<file path="config.mk">
export PLATFORM = sky130hd
export DESIGN_NAME = section_min_max_collector_flat
export DESIGN_NICKNAME = d
export VERILOG_FILES = /design/src/rtl/section_min_max_collector_pkg.sv /design/src/rtl/section_min_max_collector_if.sv /design/src/rtl/section_min_max_collector.sv /design/src/flat_wrapper.sv
export SDC_FILE = /design/constraint.sdc
export NUM_CORES = 1
export LEC_CHECK = 0
export CAP_MARGIN = 15
export CORE_AREA = 5 5 119 98
export CTS_BUF_LIST = sky130_fd_sc_hd__clkbuf_2 sky130_fd_sc_hd__clkbuf_4 sky130_fd_sc_hd__clkbuf_8
export CTS_CLUSTER_SIZE = 40
export DETAILED_ROUTE_END_ITERATION = 8
export DIE_AREA = 0 0 124 103
export MAX_ROUTING_LAYER = met4
export SKIP_LAST_GASP = 1
export SYNTH_ARGS = -nofsm -noshare
export SYNTH_HDL_FRONTEND = slang
export SYNTH_SLANG_ARGS = --single-unit
</file>
<file path="constraint.sdc">
create_clock -name clk -period 9.4 [get_ports clk]
set_input_delay 2.35 -clock clk [delete_from_list [all_inputs] [get_ports clk]]
set_output_delay 2.35 -clock clk [all_outputs]
set_load 0.1 [all_outputs]
</file>
<file path="src/rtl/section_min_max_collector_pkg.sv">
// Shared level-meter package.
// Holds the default sample width, the accumulator seed constants and the
// unsigned min/max select helpers. The section min/max buffer reuses the
// same helpers, so both blocks agree on how two levels are ordered.
package section_min_max_collector_pkg;

  localparam int DEFAULT_WIDTH = 16;

  // Widest level any user of this package may instantiate. Callers
  // zero-extend into level_t and size-cast the result back. Zero
  // extension preserves unsigned ordering, so the select stays exact.
  localparam int MAX_LEVEL_WIDTH = 64;
  typedef logic [MAX_LEVEL_WIDTH-1:0] level_t;

  // Accumulator seeds: a running minimum starts at all-ones and a running
  // maximum starts at zero. A size cast to the user's width keeps all-ones.
  localparam level_t MIN_INIT = '1;
  localparam level_t MAX_INIT = '0;

  typedef enum logic {
    ACCUM = 1'b0,
    HOLD  = 1'b1
  } collector_state_e;

  function automatic level_t min_sel(input level_t a, input level_t b);
    return (a < b) ? a : b;
  endfunction

  function automatic level_t max_sel(input level_t a, input level_t b);
    return (a > b) ? a : b;
  endfunction

endpackage

</file>
<file path="src/rtl/section_min_max_collector_if.sv">
// Handshake bundle of the section min/max collector.
// Sample side : i_valid, i_value in; i_ready back to the producer.
// Result side : o_valid, o_min_value, o_max_value out; o_ready in.
// slave  - the collector itself.
// master - whatever drives samples in and drains results.
interface section_min_max_collector_if
  import section_min_max_collector_pkg::*;
#(
  parameter int WIDTH = DEFAULT_WIDTH
) ();

  logic             i_valid;
  logic             i_ready;
  logic [WIDTH-1:0] i_value;
  logic             o_valid;
  logic             o_ready;
  logic [WIDTH-1:0] o_min_value;
  logic [WIDTH-1:0] o_max_value;

  modport slave (
    input  i_valid, i_value, o_ready,
    output i_ready, o_valid, o_min_value, o_max_value
  );

  modport master (
    output i_valid, i_value, o_ready,
    input  i_ready, o_valid, o_min_value, o_max_value
  );

endinterface

</file>
<file path="src/rtl/section_min_max_collector.sv">
// Section min/max collector.
// This block splits an unsigned sample stream into sections of
// SECTION_LENGTH samples. It emits one (min, max) pair per section.
// Ports:
//   clk   - single clock; all state changes on the rising edge.
//   reset - synchronous, active-high.
//   bus   - slave side of section_min_max_collector_if. It carries the
//           sample handshake (i_valid/i_ready/i_value) and the result
//           handshake (o_valid/o_ready/o_min_value/o_max_value).
//           i_ready and o_valid are registered.
// A finished section loads the output register directly if that register
// is free or draining. Otherwise it is parked in the accumulators (HOLD)
// and the input is throttled. At most two results are outstanding.
module section_min_max_collector
  import section_min_max_collector_pkg::*;
#(
  parameter int WIDTH          = DEFAULT_WIDTH,
  parameter int SECTION_LENGTH = 256
) (
  input  logic                         clk,
  input  logic                         reset,
  section_min_max_collector_if.slave   bus
);

  localparam int CW = (SECTION_LENGTH > 1) ? $clog2(SECTION_LENGTH) : 1;
  localparam logic [CW-1:0] LAST = CW'(SECTION_LENGTH - 1);

  collector_state_e state_q, state_d;
  logic [CW-1:0]    count_q, count_d;
  logic [WIDTH-1:0] acc_min_q, acc_min_d;
  logic [WIDTH-1:0] acc_max_q, acc_max_d;
  logic             i_ready_q, i_ready_d;
  logic             o_valid_q, o_valid_d;
  logic [WIDTH-1:0] o_min_q, o_min_d;
  logic [WIDTH-1:0] o_max_q, o_max_d;

  logic             in_hs;
  logic             out_hs;
  logic [WIDTH-1:0] new_min;
  logic [WIDTH-1:0] new_max;

  assign in_hs  = bus.i_valid && i_ready_q;
  assign out_hs = o_valid_q && bus.o_ready;

  // The first sample of a section seeds both extremes. This lets a
  // section start fresh without depending on the accumulator contents.
  always_comb begin
    if (count_q == '0) begin
      new_min = bus.i_value;
      new_max = bus.i_value;
    end else begin
      new_min = WIDTH'(min_sel(level_t'(acc_min_q), level_t'(bus.i_value)));
      new_max = WIDTH'(max_sel(level_t'(acc_max_q), level_t'(bus.i_value)));
    end
  end

  // NOTE: every signal this block drives gets a hold-value default first.
  // Then no path through the case leaves one unassigned, and no latch is
  // inferred.
  always_comb begin
    state_d   = state_q;
    count_d   = count_q;
    acc_min_d = acc_min_q;
    acc_max_d = acc_max_q;
    i_ready_d = i_ready_q;
    o_valid_d = o_valid_q;
    o_min_d   = o_min_q;
    o_max_d   = o_max_q;

    unique case (state_q)
      ACCUM: begin
        if (out_hs) o_valid_d = 1'b0;
        if (in_hs) begin
          if (count_q != LAST) begin
            count_d   = count_q + CW'(1);
            acc_min_d = new_min;
            acc_max_d = new_max;
          end else begin
            count_d = '0;
            if (!o_valid_q || out_hs) begin
              // Completion coincides with a free or draining output.
              // Stream straight through, with no bubble.
              o_min_d   = new_min;
              o_max_d   = new_max;
              o_valid_d = 1'b1;
              acc_min_d = WIDTH'(MIN_INIT);
              acc_max_d = WIDTH'(MAX_INIT);
            end else begin
              // Output still occupied: park the result and stop accepting.
              acc_min_d = new_min;
              acc_max_d = new_max;
              i_ready_d = 1'b0;
              state_d   = HOLD;
            end
          end
        end
      end

      HOLD: begin
        // i_ready_q is already 0, so no sample can arrive here.
        if (out_hs) begin
          o_min_d   = acc_min_q;
          o_max_d   = acc_max_q;
          o_valid_d = 1'b1;
          i_ready_d = 1'b1;
          acc_min_d = WIDTH'(MIN_INIT);
          acc_max_d = WIDTH'(MAX_INIT);
          state_d   = ACCUM;
        end
      end

      default: state_d = ACCUM;
    endcase
  end

  // NOTE: sequential state uses non-blocking assignments only. Then every
  // register samples its _d value from before the edge, whatever the
  // statement order.
  always_ff @(posedge clk) begin
    if (reset) begin
      state_q   <= ACCUM;
      count_q   <= '0;
      acc_min_q <= WIDTH'(MIN_INIT);
      acc_max_q <= WIDTH'(MAX_INIT);
      i_ready_q <= 1'b1;
      o_valid_q <= 1'b0;
      o_min_q   <= '0;
      o_max_q   <= '0;
    end else begin
      state_q   <= state_d;
      count_q   <= count_d;
      acc_min_q <= acc_min_d;
      acc_max_q <= acc_max_d;
      i_ready_q <= i_ready_d;
      o_valid_q <= o_valid_d;
      o_min_q   <= o_min_d;
      o_max_q   <= o_max_d;
    end
  end

  assign bus.i_ready     = i_ready_q;
  assign bus.o_valid     = o_valid_q;
  assign bus.o_min_value = o_min_q;
  assign bus.o_max_value = o_max_q;

endmodule

</file>
<file path="src/flat_wrapper.sv">
// flat-port wrapper written by rule: the top's interface ports become plain ports
module section_min_max_collector_flat import section_min_max_collector_pkg::*;
#(
  parameter int WIDTH          = DEFAULT_WIDTH,
  parameter int SECTION_LENGTH = 256
)
  (clk, reset, bus_i_valid, bus_i_value, bus_o_ready, bus_i_ready, bus_o_valid, bus_o_min_value, bus_o_max_value);
  section_min_max_collector_if #(.WIDTH(WIDTH)) bus_i ();
  input  logic clk;
  input  logic reset;
  input wire logic [$bits(bus_i.i_valid)-1:0] bus_i_valid;
  input wire logic [$bits(bus_i.i_value)-1:0] bus_i_value;
  input wire logic [$bits(bus_i.o_ready)-1:0] bus_o_ready;
  output wire logic [$bits(bus_i.i_ready)-1:0] bus_i_ready;
  output wire logic [$bits(bus_i.o_valid)-1:0] bus_o_valid;
  output wire logic [$bits(bus_i.o_min_value)-1:0] bus_o_min_value;
  output wire logic [$bits(bus_i.o_max_value)-1:0] bus_o_max_value;
  assign bus_i.i_valid = bus_i_valid;
  assign bus_i.i_value = bus_i_value;
  assign bus_i.o_ready = bus_o_ready;
  assign bus_i_ready = bus_i.i_ready;
  assign bus_o_valid = bus_i.o_valid;
  assign bus_o_min_value = bus_i.o_min_value;
  assign bus_o_max_value = bus_i.o_max_value;
  section_min_max_collector #(.WIDTH(WIDTH), .SECTION_LENGTH(SECTION_LENGTH)) u_core (.clk(clk), .reset(reset), .bus(bus_i));
endmodule
</file>
* After elaboration in Yosys (flattened, before gate mapping)
Cells that the tools add are included.
W data, S select, Z words.
** Storage, ports and cells
- Word-level logic and storage cells :: 67
- Register bits after elaboration :: 75
** Cells by class
- Equality and inequality tests :: 6
- Muxes and demuxes :: 40
- $lt $le $gt $ge :: 2
- Bitwise gates (word level) :: 1
- $add $sub $neg :: 1
- Reductions and logical operators :: 9
** Operators with widths (count)
- $mux W16 :: 20
- $pmux W16 S2 :: 4
- $gt A16 B16 Y1 :: 1
- $lt A16 B16 Y1 :: 1
- $mux W1 :: 12
- $add A8 B1 Y8 const B :: 1
- $logic_not A8 Y1 :: 1
- $mux W8 :: 1
- $ne A8 B8 Y1 const B :: 1
- $reduce_and A4 Y1 :: 2
- $ne A2 B2 Y1 const B :: 3
- $pmux W1 S2 :: 3
- $ne A2 B1 Y1 const B :: 2
- $reduce_and A2 Y1 :: 2
- $logic_and A1 B1 Y1 :: 2
- $logic_not A1 Y1 :: 1
- $logic_or A1 B1 Y1 :: 1
- $not A1 Y1 :: 1

* Depth between registers and ports, before layout
Gate-level depths: netlist of run 1.
- Depth in word-level cells :: 7
- Gate-level depth with buffers :: 10
- Gate-level depth less buffers :: 8

* Worst setup path before layout of run 1
No wires, ideal clock.
- Kind :: in2reg
- Start point :: input port bus_i_value[15]
- End point :: register u_core.acc_min_q[0]
- Setup slack :: 4.843 ns
- Required time :: 9.271 ns
- Library setup time :: 0.129 ns
- Stages :: 9
- Buffers on the path :: 1
- Data arrival time :: 4.428 ns
- Path through :: inv_1 -> ha_1 -> nand4_1 -> nor3_2 -> or4b_4 -> a32oi_4 -> buf_4 -> mux2i_1 -> nand2_1
** On the way
- Word-level cells in the longest chain between the ends :: 7
** RTL lines
- from (decl) :: line flat_wrapper.sv:12 : input wire logic [$bits(bus_i.i_value)-1:0] bus_i_value;
- $lt A16 B16 Y1 * :: line section_min_max_collector_pkg.sv:26 : return (a < b) ? a : b;
- $mux W16 * :: line section_min_max_collector_pkg.sv:26
- $mux W16 * :: line section_min_max_collector.sv:48 : if (count_q == '0) begin
- $mux W16 :: line section_min_max_collector.sv:80 : if (!o_valid_q || out_hs) begin
- $mux W16 * :: line section_min_max_collector.sv:74 : if (count_q != LAST) begin
- $mux W16 * :: line section_min_max_collector.sv:73 : if (in_hs) begin
- $pmux W16 S2 * :: line section_min_max_collector.sv:70 : unique case (state_q)
- to (signal assigned) :: line section_min_max_collector.sv:123 : acc_min_q <= WIDTH'(MIN_INIT);
- to (signal assigned) :: line section_min_max_collector.sv:132 : acc_min_q <= acc_min_d;
- to (decl) :: line section_min_max_collector.sv:30 : logic [WIDTH-1:0] acc_min_q, acc_min_d;
Every way passes the cells marked *; elsewhere a longest branch is shown, timed or not. The select of a mux whose other input is x is not followed.
A chain may end at the register's enable or synchronous reset.

* Worst setup path in the final report of run 1
- Start point :: input port bus_i_value[7]
- End point :: register u_core.o_max_q[5] (netlist: u_core.bus.o_max_value[5])
** On the way
- Word-level cells in the longest chain between the ends :: 7
** RTL lines
- $gt A16 B16 Y1 :: line section_min_max_collector_pkg.sv:30 : return (a > b) ? a : b;
- $mux W16 :: line section_min_max_collector_pkg.sv:30
- $mux W16 :: line section_min_max_collector.sv:48
- $mux W16 :: line section_min_max_collector.sv:80
- $mux W16 :: line section_min_max_collector.sv:74
- $mux W16 :: line section_min_max_collector.sv:73
- $pmux W16 S2 :: line section_min_max_collector.sv:70
- to (signal assigned) :: line section_min_max_collector.sv:137 : o_max_q <= o_max_d;
- to (decl) :: line section_min_max_collector.sv:35 : logic [WIDTH-1:0] o_max_q, o_max_d;
Every way passes these cells. The select of a mux whose other input is x is not followed.

==> run metrics, run 1 <==
outcome=finished, final reports clean; Worst EP required=9.57 ns; number of design-rule violations left by the first detailed-router iteration=203; Critical Path Start Type=input port; highest net fanout along the worst path=19; multiplexer share of the synthesized area=under 10%; post-synthesis cell count=439; clock-pin slew reported for the worst setup and hold paths after clock tree synthesis=roughly 0.08 ns; Inst Count DP=between 600 and 700; ratio of cells with drive above 1 in the final layout=7.00%; CTS tree=done; number of global-route vias before repair=about 3400; part of the power in combinational logic=15.2%; areal power density over the cells=140 nW/um^2; max-capacitance violation count=0; IO Port Bufs=53; Synth async-reset ratio=0%; Inserted Clock Buffers=9; clock latency at the later pin of the worst-skew pair=between 0.3 and 0.4 ns; average footprint of a synthesized cell=9.21 sq um; HPWL after DPL=7530 um; unique cell type count in the Yosys netlist=51; H-tree depth=3; accumulated negative setup slack=0 ns; unrepaired setup endpoints after global routing=false; slew at the pin with the worst max-slew slack=1.03 ns; area grow syn2layout=19.7%; average wire length per cell after detail routing=17.0 um; Chip Width=124 um; number of flops mapped to enable cells by yosys=0; Layout Nets=534; count of TritonRoute iterations in the first routing pass=4; number of antenna violations at the first check in global routing=0; P_leak=1.90 nW; Clk network pwr share=34.9%; hold buffer count at CTS=0; clk sink count=75; fraction of power consumed by sequential logic=49.9%; count of cells resized by post-cts repair=0; count of yosys warnings during synthesis=0; post-route minimum period=approximately 5.5 ns; relative max-transition margin=30.9%; Die H=just over 100 um; gp weighted congestion=0.865; main combinational cell family by area after synthesis=compound AO/OA/AOI/OAI gates; Filler Cell Count=between 1000 and 1500; final wirelength=10700 um; Worst Hold Class=reg2reg; Root Buffer Master=clkbuf_8; via total after detailed routing=3485; internal power summed over all cells=0.491 mW; Switching Share=27.8%; most common cell after layout, fill and taps aside=dfxtp_1; Total Routing Usage GR=approximately 18%; post-synthesis net count=492; Final period util=58.5%; Post-Synth XOR/XNOR Area=1.30%; achievable clock frequency=~180 MHz; non-filler instance count after layout=630; clock tree skew after final layout=0.0134 ns; global-route wire length before repair=roughly 17000 um; Final ANT Viol Nets=0; area of the die=approximately 13000 sq um; predominant post-synthesis flop cell=dfxtp_1; average via count per standard cell=5.53; Starting Density=38.5%; commonest non-fill, non-tap cells in the layout=dfxtp_1 (75), clkdlybuf4s50_1 (53), nor2_1 (51), ha_1 (33), mux2i_1 (32); Post CTS Setup Buffer Count=0; total inserted antenna cells=0; Crit. End Element=flop; DRC viols=0; post-synth design cell area=a little over 4000 sq um; sw power=0.189 mW; pin count of the biggest net entering global routing=66; crit path cell chain=clkdlybuf4s50_1 -> inv_1 -> ha_1 -> a21oi_1 -> o21a_1 -> o221ai_1 -> a2111oi_4 -> buf_4 -> or2_0 -> a2111oi_0; count of boundary I/O pins=54; part of the Yosys area used for sequential elements=37.1%; largest voltage drop on the vdd net=61.3 uV; standard cell with the maximum stage delay on the critical path=or2_0; start-to-end type of the worst setup path=in2reg; overflow left after global routing=0; final max-slew violation count=0; number of rows in the core area=34; Critical Path AT=5.67 ns; share of synthesized cell area in full adder, half adder and majority cells=10.2%; placeable core area=10500 sq um; CTS Buffer Depth=2; final setup violation count=0; Synth Area in Compound Gates=20.4%; area share of and/or/nand/nor cells after synthesis=17.2%; final count of hold timing violations=0; CP peak stage delay=0.78 ns; post-synthesis sequential element count=75
## worst max-delay path, delay by kind of cell
family                   cells  cell delay, ns
adder cells (fa/ha/maj)      1            0.36
buffers and inverters        3            1.07
AND/OR/NAND/NOR              1            0.78
AO/OA/AOI/OAI                5            1.10
## sequential cells by signal, indices dropped and copies added (netlist names)
register,flops
u_core.bus.o_max_value,16
u_core.bus.o_valid,1
u_core.bus.i_ready,1
u_core.acc_min_q,16
u_core.state_q,1
u_core.acc_max_q,16
u_core.count_q,8
u_core.bus.o_min_value,16
## per-layer routing
| layer | share of wire, % | global-route usage, % | wire length [um] |
|---|---|---|---|
| met3 | 5.1 | 4.50 | 545 |
| met2 | 47 | 29.9 | 5060 |
| met1 | 46 | 21.4 | 4990 |
| met4 | 1.3 | 6.06 | 136 |
| met5 | 0 | - | 0 |
## layout make-up
| class | instances | area (sq um) | share of cell area (%) |
|---|---|---|---|
| multi-input combinational | 311 | 2300 | 47.6 |
| inverter | 26 | 97.6 | 2.02 |
| tap | 144 | 180 | 3.72 |
| timing repair buffer | 58 | 572 | 11.8 |
| sequential | 75 | 1500 | 31.0 |
| clock buffer | 14 | 174 | 3.59 |
| clock inverter | 2 | 10.0 | 0.207 |
## cells in the mapped netlist (10+ instances only)
library cell | n | area, sq um
dfxtp_1 | 75 | 1500
nor2_1 | 51 | 191
ha_1 | 33 | 413
mux2i_1 | 32 | 320
nand2_1 | 29 | 109
inv_1 | 26 | 97.6
a211oi_1 | 23 | 173
a22o_1 | 16 | 140
nor4_1 | 16 | 100
a21oi_1 | 15 | 75.1
clkbuf_1 | 15 | 56.3
o21ai_0 | 12 | 60.1
a2111oi_0 | 10 | 87.6
## final timing paths
kind,from,endpoint,slack [ns],depth (start not counted)
worst min-delay path,u_core.count_q[1],u_core.count_q[1],0.50,2
worst max register to register,u_core.state_q,u_core.acc_min_q[1],6.14,6
worst max-delay path,bus_i_value[7],u_core.bus.o_max_value[5],3.90,10
worst min register to register,u_core.count_q[1],u_core.count_q[1],0.50,2
## metrics by stage
stage | area, sq um | util [%] | worst slack (ns) | power [mW] | hold slack, ns
finish | 4840 | 46.1 | 3.90 | 0.680 | 0.496
global route | 4840 | 46.1 | 3.71 | 0.710 | 0.523
CTS | 4830 | 46.0 | 3.92 | 0.686 | 0.504
detailed placement | 4640 | 44.2 | 3.55 | 0.449 | 0.488
global placement | 4640 | 44.2 | 3.61 | 0.447 | 0.464
floorplan | 4040 | - | 4.84 | 0.417 | 0.453
## cells by family (layout without fill, tap and decap cells)
family / Yosys count / after routing
simple gates: 138 / 138
compound gates: 102 / 102
flops: 75 / 75
buf+inv: 53 / 100
fa+ha+maj: 33 / 33
mux: 32 / 32
xor+xnor: 6 / 6
## power by group through the flow
stage                     Combinational [mW]  Clock (mW)  Sequential [mW]
after global placement                 0.100           0            0.346
after CTS                              0.104       0.244            0.339
after detailed placement               0.103           0            0.347
after floorplan                       0.0742           0            0.343
after global routing                   0.114       0.255            0.341
final                                  0.103       0.237            0.339
(Power assumes the default switching activity.)
==> run 2: changes to the inputs <==
clock period = 5.2 ns   (was 9.4 ns; I/O delays follow)
==> run metrics, run 2 (synthesis gave the netlist of run 1 again) <==
outcome=finished, final reports clean; post-route minimum period=4.19 ns; Layout Nets=roughly 540; area of the die=12800 sq um; relative max-transition margin=33.5%; worst flop-to-flop path startpoint=u_core.state_q; H-tree depth=3; standard cell with the maximum stage delay on the critical path=clkdlybuf4s50_1; worst hold slack after final layout=approximately 0.48 ns; overflow left after global routing=0; Filler Cell Count=1031; slew at the pin with the worst max-slew slack=between 0.9 and 1 ns; final cell utilization of the core=47.1%; Inst Count DP=617; DRC viols=0; Starting Density=38.5%; Chip Width=124 um; gp weighted congestion=0.871; global-route wire length before repair=17700 um; CP peak stage delay=0.58 ns; average wire length per cell after detail routing=17.6 um; area grow syn2layout=22.4%; highest net fanout along the worst path=11; hold buffer count at CTS=0; Final period util=80.6%; total inserted antenna cells=0; highest routing layer actually used=met4; launch point of the worst hold path=u_core.count_q[1]; internal power summed over all cells=around 1.0 mW; Worst Hold Class=reg2reg; clock tree skew after final layout=0.0132 ns; Worst EP required=5.42 ns; Final ANT Viol Nets=0; accumulated negative setup slack=0 ns; via total after detailed routing=3468; clock-pin slew reported for the worst setup and hold paths after clock tree synthesis=0.08 ns; start-to-end type of the worst setup path=in2reg; Clk network pwr share=about 43%; routed length on met1=about 5000 um; placeable core area=10500 sq um; ratio of cells with drive above 1 in the final layout=roughly 7.8%; Post CTS Setup Buffer Count=0; Total Routing Usage GR=18.5%; worst r2r path cells=7; max-capacitance violation count=0; final count of hold timing violations=0; clk sink count=75; register-to-register setup slack=approximately 1.9 ns; critical register-to-register path endpoint=u_core.acc_min_q[12]; IO Port Bufs=53; final setup violation count=0; number of rows in the core area=34; fraction of power consumed by sequential logic=a little over two fifths; Critical Path AT=4.41 ns; Inserted Clock Buffers=9; sw power=0.359 mW; final wirelength=11200 um; Crit. End Element=flop; WHS Endpoint=u_core.count_q[1]; routed length on met2=5380 um; number of global-route vias before repair=around 3300; pin count of the biggest net entering global routing=40; most common cell after layout, fill and taps aside=dfxtp_1; achievable clock frequency=239 MHz; Die H=103 um; average via count per standard cell=around 5.5; total power=1.40 mW; count of TritonRoute iterations in the first routing pass=4; CTS tree=done; part of the power in combinational logic=13.6%; Critical Path Start Type=input port; Root Buffer Master=clkbuf_8; Hold Path Cell Cnt=2; CTS Buffer Depth=2; count of cells resized by post-cts repair=0; number of design-rule violations left by the first detailed-router iteration=267; clock latency at the later pin of the worst-skew pair=0.36 ns; areal power density over the cells=283 nW/um^2; P_leak=between 1.5 and 2 nW; non-filler instance count after layout=634; final max-slew violation count=0; unrepaired setup endpoints after global routing=false; number of antenna violations at the first check in global routing=0; largest voltage drop on the vdd net=139 uV; crit path cell chain=clkdlybuf4s50_1 -> inv_1 -> ha_1 -> nand4_1 -> nor3_2 -> or4b_4 -> a31oi_4 -> buf_4 -> mux2i_1 -> a211oi_1; commonest non-fill, non-tap cells in the layout=dfxtp_1 (75), clkdlybuf4s50_1 (53), nor2_1 (51), ha_1 (33), mux2i_1 (32); Switching Share=~26%; Detail Route met3 WL=between 600 and 700 um; HPWL after DPL=8010 um; count of boundary I/O pins=54
==> run 2: cell count changes in the layout (fill, tap and decap cells not counted), sizes merged <==
cell and change:
buf +4, bufinv +4, clkbuf -5, inv +1
==> run 2: stage by stage <==
step	setup WS (ns)	instance area, sq um
finish	1.01	4950
global route	0.837	4950
CTS	1.02	4940
detailed placement	0.670	4680
global placement	0.810	4670
floorplan	1.69	4040
==> run 2: cell type report <==
cell class                 count  area (sq um)  share of cell area [%]
sequential                    75          1500                    30.3
timing repair buffer          62           602                    12.2
clock inverter                 7           139                    2.81
inverter                      26          97.6                    1.97
clock buffer                   9           124                    2.50
tap                          144           180                    3.64
multi-input combinational    311          2300                    46.6
==> run 2: per-layer routing <==
metal	up-vias	GRT usage [%]
li1	1712	-
met1	1657	23.6
met2	86	29.7
met3	13	5.32
met4	0	3.28
met5	-	-
==> run 2: worst max path at each step <==
stage	startpoint	end	slack (ns)	cells after the start
2_1_floorplan	bus_i_value[15]	u_core.acc_min_q[0]	1.69	9
3_3_place_gp	bus_i_value[15]	u_core.bus.o_min_value[3]	0.81	10
3_5_place_dp	bus_i_value[15]	u_core.bus.o_min_value[2]	0.67	10
4_1_cts	bus_i_value[15]	u_core.bus.o_min_value[2]	1.02	10
5_1_grt	bus_i_value[7]	u_core.bus.o_min_value[14]	0.84	10
6_report	bus_i_value[15]	u_core.bus.o_min_value[2]	1.01	10
==> run 2: power groups by stage <==
stage               Sequential, mW  Combinational, mW  Clock (mW)
floorplan                    0.620              0.134           0
global placement             0.628              0.185           0
detailed placement           0.627              0.188           0
CTS                          0.614              0.189       0.609
global route                 0.617              0.211       0.640
finish                       0.614              0.190       0.597
==> run 2: critical path: cells and delay by family <==
kind	cells	cell delay, ns
compound gates	2	0.61
fa+ha+maj	1	0.33
buf+inv	3	0.96
mux	1	0.22
simple gates	3	0.98
==> run 3: changes to the inputs <==
clock period = 3.4 ns   (was 5.2 ns; I/O delays follow)
==> run metrics, run 3 (synthesis gave the netlist of run 1 again) <==
overflow left after global routing=0; Final period util=95.6%; total inserted antenna cells=0; CTS Buffer Depth=2; number of design-rule violations left by the first detailed-router iteration=257; GR peak layer=met2; register-to-register setup slack=~0.87 ns; count of TritonRoute iterations in the first routing pass=4; pin count of the biggest net entering global routing=29; Root Buffer Master=clkbuf_8; capturing element of the worst setup path=u_core.bus.o_min_value[4]; via total after detailed routing=between 3000 and 4000; global-route wire length before repair=~18000 um; outcome=finished, final reports clean; met3 track demand over resource in global routing=4.22%; Final ANT Viol Nets=0; CTS tree=done; clock tree skew after final layout=between 0.015 and 0.02 ns; unrepaired setup endpoints after global routing=false; average via count per standard cell=roughly 5.4; hold buffer count at CTS=0; Critical Path Start Type=input port; average wire length per cell after detail routing=16.4 um; Crit. End Element=flop; clk sink count=75; slew at the pin with the worst max-slew slack=1.05 ns; worst setup path start=bus_i_value[15]; Chip Width=roughly 120 um; number of antenna violations at the first check in global routing=0; achievable clock frequency=308 MHz; Worst Hold Class=reg2reg; max-capacitance violation count=0; highest net fanout along the worst path=14; ratio of cells with drive above 1 in the final layout=~20%; largest voltage drop on the vdd net=242 uV; start-to-end type of the worst setup path=in2reg; placeable core area=10500 sq um; global-route track usage on met1=22.7%; area of the die=approximately 13000 sq um; H-tree depth=3; P_leak=~2.2 nW; count of boundary I/O pins=54; final max-slew violation count=0; number of global-route vias before repair=3592; commonest non-fill, non-tap cells in the layout=dfxtp_1 (75), buf_4 (73), nor2_1 (51), ha_1 (33), mux2i_1 (32); Die H=103 um; IO Port Bufs=53; gp weighted congestion=0.893; Post CTS Setup Buffer Count=0; Starting Density=38.5%; Critical Path AT=3.49 ns; worst slack, placed=-0.286 ns; clock latency at the later pin of the worst-skew pair=0.36 ns; number of rows in the core area=34; post-route minimum period=3.25 ns; Worst EP required=3.63 ns; final wirelength=between 10000 and 15000 um; worst flop-to-flop path startpoint=u_core.count_q[0]; Total Routing Usage GR=18.8%; worst r2r path cells=9; met2 demand-to-capacity share in global routing=31.0%; DRC viols=0; Layout Nets=around 570; Inserted Clock Buffers=9; relative max-transition margin=between 30 and 40%; clock-pin slew reported for the worst setup and hold paths after clock tree synthesis=approximately 0.070 ns; Filler Cell Count=1017; areal power density over the cells=approximately 400 nW/um^2; final cell utilization of the core=48.9%; final count of hold timing violations=0; Final WS setup=0.149 ns; critical register-to-register path endpoint=u_core.acc_max_q[2]; HPWL after DPL=8320 um; count of cells resized by post-cts repair=0; most common cell after layout, fill and taps aside=dfxtp_1; final setup violation count=0; area grow syn2layout=27.1%
## run 3: changes by cell type in the layout (fill, tap and decap cells not counted), sizes merged
cell | previous run | this run
buf | 9 | 77
bufinv | 4 | 2
clkbuf | 9 | 12
clkdlybuf4s50 | 53 | 19
inv | 27 | 26
## run 3: area by class of cell
| cell class | instances | area, sq um | share of cell area, % |
|---|---|---|---|
| Multi-Input combinational cell | 311 | 2320 | 45.1 |
| Clock buffer | 12 | 153 | 2.97 |
| Timing Repair Buffer | 96 | 818 | 15.9 |
| Sequential cell | 75 | 1500 | 29.2 |
| Inverter | 26 | 97.6 | 1.90 |
| Clock inverter | 4 | 73.8 | 1.44 |
| Tap cell | 144 | 180 | 3.50 |
## run 3: worst max-delay path: stages
cell	delay, ns
clkdlybuf4s50_1	0.51
inv_1	0.09
ha_1	0.30
nand4_1	0.14
nor3_2	0.23
or4b_4	0.54
a31oi_4	0.27
buf_12	0.19
mux2i_1	0.25
a211oi_1	0.10
## run 3: worst min path at each step
stage,start,end,slack [ns],cells after the start
2_1_floorplan,u_core.count_q[1],u_core.count_q[1],0.45,2
3_3_place_gp,u_core.count_q[1],u_core.count_q[1],0.47,2
3_5_place_dp,u_core.count_q[1],u_core.count_q[1],0.48,2
4_1_cts,u_core.count_q[1],u_core.count_q[1],0.49,2
5_1_grt,u_core.bus.o_min_value[3],u_core.bus.o_min_value[3],0.52,2
6_report,u_core.count_q[1],u_core.count_q[1],0.48,2
## run 3: where the power goes
group | switching [mW] | internal [mW] | total (mW)
combinational | 0.172 | 0.162 | 0.334
sequential | 0.0307 | 0.908 | 0.939
clock | 0.337 | 0.450 | 0.787
## run 3: per-layer routing
metal / vias to the layer above / share of wire (%)
li1: 1788 / -
met1: 1711 / 46
met2: 73 / 48
met3: 14 / 4.3
met4: 0 / 1.6
met5: - / 0
## run 3: per-stage QoR
stage	instances	cell area (sq um)	hold WS [ns]	power, mW	setup TNS, ns
final	668	5140	0.482	2.06	0
after CTS	667	5120	0.487	2.08	0
after global routing	668	5140	0.523	2.16	0
after detailed placement	651	4890	0.476	1.29	-8.84
after floorplan	439	4040	0.453	1.15	0
after global placement	651	4890	0.466	1.28	-4.89
